===== config.mk =====
export PLATFORM = sky130hd
export DESIGN_NAME = mem_req_arb
export DESIGN_NICKNAME = d
export VERILOG_FILES = /design/src/rtl/mem_req_arb.sv
export SDC_FILE = /design/constraint.sdc
export NUM_CORES = 1
export LEC_CHECK = 0
export ABC_CLOCK_PERIOD_IN_PS = 4200
export CORE_MARGIN = 10
export CORE_UTILIZATION = 50
export DETAILED_ROUTE_END_ITERATION = 12
export GPL_ROUTABILITY_DRIVEN = 0
export GPL_TIMING_DRIVEN = 0
export PLACE_DENSITY_LB_ADDON = 0.3
export SYNTH_ARGS = -nofsm -noshare
export SYNTH_HDL_FRONTEND = slang
export SYNTH_SLANG_ARGS = --single-unit
export TNS_END_PERCENT = 20

===== constraint.sdc =====
create_clock -name clk -period 4.2 [get_ports clk]
set_input_delay 1.26 -clock clk [delete_from_list [all_inputs] [get_ports clk]]
set_output_delay 1.26 -clock clk [all_outputs]
set_load 0.03 [all_outputs]

===== src/rtl/mem_req_arb.sv =====
// Multi-channel memory request arbiter: per-channel request FIFOs, round-robin
// arbitration with a lock while L2 stalls, outstanding-request limits and response routing.
module mem_req_arb #(
    parameter int NUM_CH    = 2,
    parameter int DEPTH     = 4,
    parameter int MAX_OUTST = 4,
    parameter int PKT_W     = 64
) (
    input  logic                       clk,
    input  logic                       reset,
    input  logic [NUM_CH-1:0]          req_valid,
    input  logic [NUM_CH*PKT_W-1:0]    req_pkt,
    output logic [NUM_CH-1:0]          req_ready,
    input  logic [NUM_CH-1:0]          flush,
    output logic                       l2_req_valid,
    output logic [PKT_W-1:0]           l2_req_pkt,
    output logic [$clog2(NUM_CH)-1:0]  l2_req_ch,
    input  logic                       l2_req_ready,
    input  logic                       l2_rsp_valid,
    input  logic [$clog2(NUM_CH)-1:0]  l2_rsp_ch,
    input  logic [PKT_W-1:0]           l2_rsp_pkt,
    output logic [NUM_CH-1:0]          rsp_valid,
    output logic [PKT_W-1:0]           rsp_pkt,
    output logic                       idle
);

    localparam int CH_W  = $clog2(NUM_CH);
    localparam int PTR_W = $clog2(DEPTH);
    localparam int CNT_W = $clog2(DEPTH + 1);
    localparam int OUT_W = $clog2(MAX_OUTST + 1);

    typedef enum logic {
        S_IDLE   = 1'b0,
        S_LOCKED = 1'b1
    } arb_state_t;

    arb_state_t        state_q;
    logic [CH_W-1:0]   lock_ch_q;
    logic [CH_W-1:0]   rr_ptr_q;
    logic [PKT_W-1:0]  mem_q    [NUM_CH][DEPTH];
    logic [PTR_W-1:0]  rd_ptr_q [NUM_CH];
    logic [PTR_W-1:0]  wr_ptr_q [NUM_CH];
    logic [CNT_W-1:0]  count_q  [NUM_CH];
    logic [OUT_W-1:0]  outst_q  [NUM_CH];
    logic [NUM_CH-1:0] rsp_valid_q;
    logic [PKT_W-1:0]  rsp_pkt_q;

    logic [NUM_CH-1:0] eligible_s;
    logic [NUM_CH-1:0] push_s;
    logic [NUM_CH-1:0] pop_s;
    logic [NUM_CH-1:0] hold_s;
    logic [NUM_CH-1:0] rsp_hit_s;
    logic              win_found_s;
    logic [CH_W-1:0]   win_ch_s;
    logic [CH_W-1:0]   idx_s;
    logic              take_s;
    logic [CH_W-1:0]   sel_ch_s;
    logic              grant_s;
    int                idx_v;

    // Per-channel eligibility and enqueue readiness from registered state
    always_comb begin
        for (int c = 0; c < NUM_CH; c++) begin
            eligible_s[c] = (count_q[c] != '0) && (outst_q[c] < OUT_W'(MAX_OUTST));
            req_ready[c]  = (count_q[c] < CNT_W'(DEPTH)) && !flush[c];
        end
    end

    // Round-robin scan from rr_ptr and selection of the presented channel
    always_comb begin
        win_found_s = 1'b0;
        win_ch_s    = '0;
        idx_v       = 0;
        idx_s       = '0;
        take_s      = 1'b0;
        for (int i = 0; i < NUM_CH; i++) begin
            idx_v       = int'(rr_ptr_q) + i;
            idx_v       = (idx_v >= NUM_CH) ? (idx_v - NUM_CH) : idx_v;
            idx_s       = CH_W'(idx_v);
            take_s      = !win_found_s && eligible_s[idx_s];
            win_ch_s    = take_s ? idx_s : win_ch_s;
            win_found_s = win_found_s || take_s;
        end
        sel_ch_s     = (state_q == S_LOCKED) ? lock_ch_q : win_ch_s;
        l2_req_valid = (state_q == S_LOCKED) || win_found_s;
        l2_req_ch    = sel_ch_s;
        l2_req_pkt   = mem_q[sel_ch_s][rd_ptr_q[sel_ch_s]];
        grant_s      = l2_req_valid && l2_req_ready;
    end

    // Per-channel push/pop/hold strobes; a held entry survives a flush
    always_comb begin
        for (int c = 0; c < NUM_CH; c++) begin
            push_s[c]    = req_valid[c] && req_ready[c];
            pop_s[c]     = grant_s && (sel_ch_s == CH_W'(c));
            hold_s[c]    = l2_req_valid && !l2_req_ready && (sel_ch_s == CH_W'(c));
            rsp_hit_s[c] = l2_rsp_valid && (l2_rsp_ch == CH_W'(c));
        end
    end

    // FIFO pointers and occupancy
    always_ff @(posedge clk or posedge reset) begin
        if (reset) begin
            for (int c = 0; c < NUM_CH; c++) begin
                rd_ptr_q[c] <= '0;
                wr_ptr_q[c] <= '0;
                count_q[c]  <= '0;
            end
        end else begin
            for (int c = 0; c < NUM_CH; c++) begin
                if (flush[c]) begin
                    rd_ptr_q[c] <= pop_s[c] ? (rd_ptr_q[c] + PTR_W'(1)) : rd_ptr_q[c];
                    wr_ptr_q[c] <= (pop_s[c] || hold_s[c]) ? (rd_ptr_q[c] + PTR_W'(1)) : rd_ptr_q[c];
                    count_q[c]  <= hold_s[c] ? CNT_W'(1) : CNT_W'(0);
                end else begin
                    rd_ptr_q[c] <= pop_s[c] ? (rd_ptr_q[c] + PTR_W'(1)) : rd_ptr_q[c];
                    wr_ptr_q[c] <= push_s[c] ? (wr_ptr_q[c] + PTR_W'(1)) : wr_ptr_q[c];
                    count_q[c]  <= count_q[c] + CNT_W'(push_s[c]) - CNT_W'(pop_s[c]);
                end
            end
        end
    end

    // FIFO storage
    always_ff @(posedge clk) begin
        for (int c = 0; c < NUM_CH; c++) begin
            if (push_s[c]) begin
                mem_q[c][wr_ptr_q[c]] <= req_pkt[c*PKT_W +: PKT_W];
            end
        end
    end

    // Outstanding counters; a grant and a response together cancel out
    always_ff @(posedge clk or posedge reset) begin
        if (reset) begin
            for (int c = 0; c < NUM_CH; c++) begin
                outst_q[c] <= '0;
            end
        end else begin
            for (int c = 0; c < NUM_CH; c++) begin
                if (pop_s[c] && !rsp_hit_s[c]) begin
                    outst_q[c] <= outst_q[c] + OUT_W'(1);
                end else if (rsp_hit_s[c] && !pop_s[c] && (outst_q[c] != '0)) begin
                    outst_q[c] <= outst_q[c] - OUT_W'(1);
                end else begin
                    outst_q[c] <= outst_q[c];
                end
            end
        end
    end

    // Arbiter lock FSM and round-robin pointer
    always_ff @(posedge clk or posedge reset) begin
        if (reset) begin
            state_q   <= S_IDLE;
            lock_ch_q <= '0;
            rr_ptr_q  <= '0;
        end else begin
            case (state_q)
                S_IDLE: begin
                    if (win_found_s && !l2_req_ready) begin
                        state_q   <= S_LOCKED;
                        lock_ch_q <= win_ch_s;
                    end else begin
                        state_q   <= S_IDLE;
                    end
                end
                S_LOCKED: begin
                    state_q <= l2_req_ready ? S_IDLE : S_LOCKED;
                end
                default: begin
                    state_q <= S_IDLE;
                end
            endcase
            if (grant_s) begin
                rr_ptr_q <= (sel_ch_s == CH_W'(NUM_CH - 1)) ? CH_W'(0) : (sel_ch_s + CH_W'(1));
            end else begin
                rr_ptr_q <= rr_ptr_q;
            end
        end
    end

    // One-cycle response routing
    always_ff @(posedge clk or posedge reset) begin
        if (reset) begin
            rsp_valid_q <= '0;
            rsp_pkt_q   <= '0;
        end else begin
            rsp_valid_q <= rsp_hit_s;
            rsp_pkt_q   <= l2_rsp_pkt;
        end
    end

    assign rsp_valid = rsp_valid_q;
    assign rsp_pkt   = rsp_pkt_q;

    // Quiescence: no lock, no queued entries, nothing outstanding
    always_comb begin
        idle = (state_q == S_IDLE);
        for (int c = 0; c < NUM_CH; c++) begin
            idle = idle && (count_q[c] == '0) && (outst_q[c] == '0);
        end
    end

endmodule


==> summary.md <==
| Metric | Value |
|---|---|
| Run status | `finished with violations` |
| Failing checks | `negative setup slack` |
| Least-Margin Pin Slew | `between 0.8 and 0.9 ns` |
| Max clock buf depth | `3` |
| DR DRC count | `0` |
| Gr busiest metal | `met2` |
| Fillcell total | `3065` |
| Worst Slack Setup Final | `-0.01576 ns` |
| Worst-skew pair later-pin latency | `between 0.6 and 0.7 ns` |
| Max incr delay on CP | `0.43 ns` |
| Mapped cell area | `22860 um^2` |
| Synth Area in Simple Gates | `0.02638` |
| Total wire length | `57240 um` |
| RSZ-0062 raised after global routing | `true` |
| Maximum vdd drop | `just over 600 uV` |
| DIE WIDTH | `roughly 230 um` |
| Storage element area | `17600 um^2` |
| PwrDens | `between 700 and 800 nW/um^2` |
| Final-stage net count | `around 1900` |
| Worst setup EP type | `output pin` |
| Top delay family on crit path | `compound AO/OA/AOI/OAI gates` |
| Layout cells sized above 1 | `0.2774` |
| Synth Flop Type | `edfxtp_1` |
| Arrival time worst endpoint | `2.96 ns` |
| R2r setup slk | `0.96 ns` |
| CTS tree | `done` |
| Req. time, crit path | `2.94 ns` |
| CP Buf/Inv Count | `3` |
| Synth unique cells | `53` |
| Post-CTS Hold Buffers | `0` |
| Drt via density | `5.576` |
| DRT Pass-1 Iters | `7` |
| Slew Limit Headroom | `0.4050` |
| Met3 GRT Util | `0.04822` |
| Post-synth EDFFs | `just over 500` |
| P_leak | `around 10 nW` |
| Crit Path Category | `flip-flop to output pin` |
| Tmin final | `4.216 ns` |
| IO Port Bufs | `334` |
| Mux cell area share after synthesis | `0.1231` |
| Number of synthesized register bits | `between 600 and 700` |
| Post-Route Setup TNS | `-0.03992 ns` |
| Synth warn | `0` |
| Htree depth | `2` |
| Pwr Total | `23.37 mW` |
| Main combinational cell family by area after synthesis | `multiplexers` |
| Antenna violations before repair | `9` |
| Tcrit/Tclk final | `1.004` |
| Met2 usage | `0.3467` |
| DRT antenna net count | `0` |
| Routed len/inst | `24.89 um` |
| Max-cap violation count | `0` |
| Global-route wire length before repair | `approximately 84000 um` |
| Cell Chain, Critical Path | `or3_4, a21o_1, a221oi_4, buf_6, clkbuf_16, o22ai_1, o21ai_1, buf_4` |
| Clock slew at reported path FFs | `0.06 ns` |
| Worst-path cell with the longest stage delay | `or3_4` |
| DRT iter0 DRCs | `1097` |
| Adder-Cell Fraction of Synth Area | `0.01007` |
| Global router's overall resource usage | `0.2057` |
| CORE AREA | `45280 um^2` |
| Final setup viols | `5` |
| Routed vias | `between 10000 and 15000` |
| Asr flop ratio synth | `0.1481` |
| Peak fanout along the critical path | `5` |
| Area delta synth->final | `30.92%` |
| Num rows | `78` |
| Worst Clk Skew | `0.02173 ns` |
| Max Fclk | `237.2 MHz` |
| Initial Util | `0.5049` |
| Synthesized instance count | `~1200` |
| Chip Height | `233.8 um` |
| Clk root buf | `clkbuf_16` |
| Gr ovfl total | `0` |
| GR Util met1 | `0.2668` |
| Hold Vio Cnt, Final | `0` |
| Hold Path Class | `flip-flop to flip-flop` |
| Syn_nets | `between 1000 and 1500` |
| Die area | `54680 um^2` |
| Largest net degree at the start of global routing | `53` |
| Sinks on Clock Net | `approximately 600` |
| Slew Viols, Final | `0` |
| Mapped Avg Cell Area | `18.62 um^2` |
| Startpoint Class | `flip-flop` |
| Post-layout util | `0.6609` |
| Sequential area share after synthesis | `0.7699` |
| Multi-input logic area | `5304 um^2` |
| Area of placed instances | `27210 um^2` |
| Vias in the first global route | `roughly 13000` |
| XOR/XNOR Fraction of Synth Area | `0.005746` |
| CTS Buf Count | `58` |
| Post-synthesis compound-gate area fraction | `0.04926` |
| HPWL after DPL | `37550 um` |
| IO Pins | `336` |
| Finished Cell Area | `29930 um^2` |
cell usage after synthesis, types with 6 or more instances:
library cell	instances	share of area
o21ai_0	50	0.011
clkbuf_1	51	0.0084
dfrtp_1	89	0.097
nand2_1	64	0.011
a21oi_1	10	0.0022
mux4_2	58	0.057
xnor2_1	12	0.0046
ha_1	12	0.0066
o311a_1	6	0.0026
mux2_2	118	0.058
o21ai_1	20	0.0044
and2_1	7	0.0019
o22ai_1	59	0.016
buf_1	8	0.0013
nand3_1	10	0.0022
inv_1	23	0.0038
nor3_1	11	0.0024
edfxtp_1	512	0.67
mux2i_1	18	0.0079
nor2_1	30	0.0049
a221oi_1	6	0.0023
final timing paths:
check / end / from / cells after the start
min in group asynchronous: rsp_pkt[63] / reset / 2
max reg2reg: count_q[5] / count_q[3] / 13
max in group asynchronous: count_q[1] / reset / 3
min reg2reg: outst_q[0] / outst_q[0] / 1
max: l2_req_pkt[27] / count_q[3] / 8
min: outst_q[0] / outst_q[0] / 1
cell families (layout without fill, tap and decap cells):
logic type                 Yosys count  count (layout)
AOI/OAI and AO/OA                  176             176
xor gates and xnor gates            15              15
adders and majority gates           16              16
buffers and inverters               89             555
DFF                                601             601
muxes                              194             194
other                                0               6
and+or+nand+nor                    137             137
state kept, by name, summed over array words and instances (netlist names):
signal / cells
wr_ptr_q: 4
outst_q: 6
rsp_valid: 2
count_q: 6
rr_ptr_q: 1
lock_ch_q: 1
state_q: 1
rsp_pkt: 64
mem_q: 512
rd_ptr_q: 4
cell usage in the layout (no fill, tap or decap), types with 14 or more instances in the layout:
master,count
nand2_1,63
clkdlybuf4s50_1,268
edfxtp_1,512
o22ai_2,21
nor2_1,29
mux2_2,117
buf_4,50
dfrtp_1,87
clkbuf_16,66
o21ai_2,24
mux4_2,58
mux2i_1,18
o22ai_1,33
clkbuf_2,19
buf_6,27
inv_1,22
o21ai_0,14
o21ai_1,30
clkbuf_1,28
power breakdown:
part / switching (mW) / total, mW / internal (mW)
Combinational: 6.22 / 10.7 / 4.50
Sequential: 0.250 / 7.39 / 7.14
Clock: 2.15 / 5.25 / 3.10
area by class of cell:
| type | count | share of cell area |
|---|---|---|
| well taps | 600 | 0.02508 |
| multi-input cells | 538 | 0.1772 |
| flip-flops and latches | 601 | 0.5882 |
| plain buffers | 61 | 0.01639 |
| clock inverters | 31 | 0.01041 |
| clock buffers | 77 | 0.05472 |
| repair buffers | 362 | 0.1240 |
| inverters | 24 | 0.003512 |
| diodes | 6 | 0.0005017 |
routing by layer:
layer	wire length [um]	vias to the layer above
li1	-	5688
met1	23280	6583
met2	28600	470
met3	4299	75
met4	1009	8
met5	55	-
per-stage QoR:
| step | std cells | setup WS, ns | hold slack [ns] |
|---|---|---|---|
| after global placement | 2162 | -1.298 | 0.5381 |
| after global routing | 2297 | -0.1396 | 0.6298 |
| after detailed placement | 2171 | -0.9770 | 0.5463 |
| after CTS | 2292 | -0.1246 | 0.5801 |
| after floorplan | 1228 | 0.3263 | 0.4846 |
| final | 2300 | -0.01576 | 0.5846 |
timing repair:
item	in CTS	in global routing
pin swaps	12	13
buffers inserted	14	1
gates resized for setup	590	51
cloned	2	2
endpoints found under the setup margin	65	66
Power figures use the tool's default switching activity.
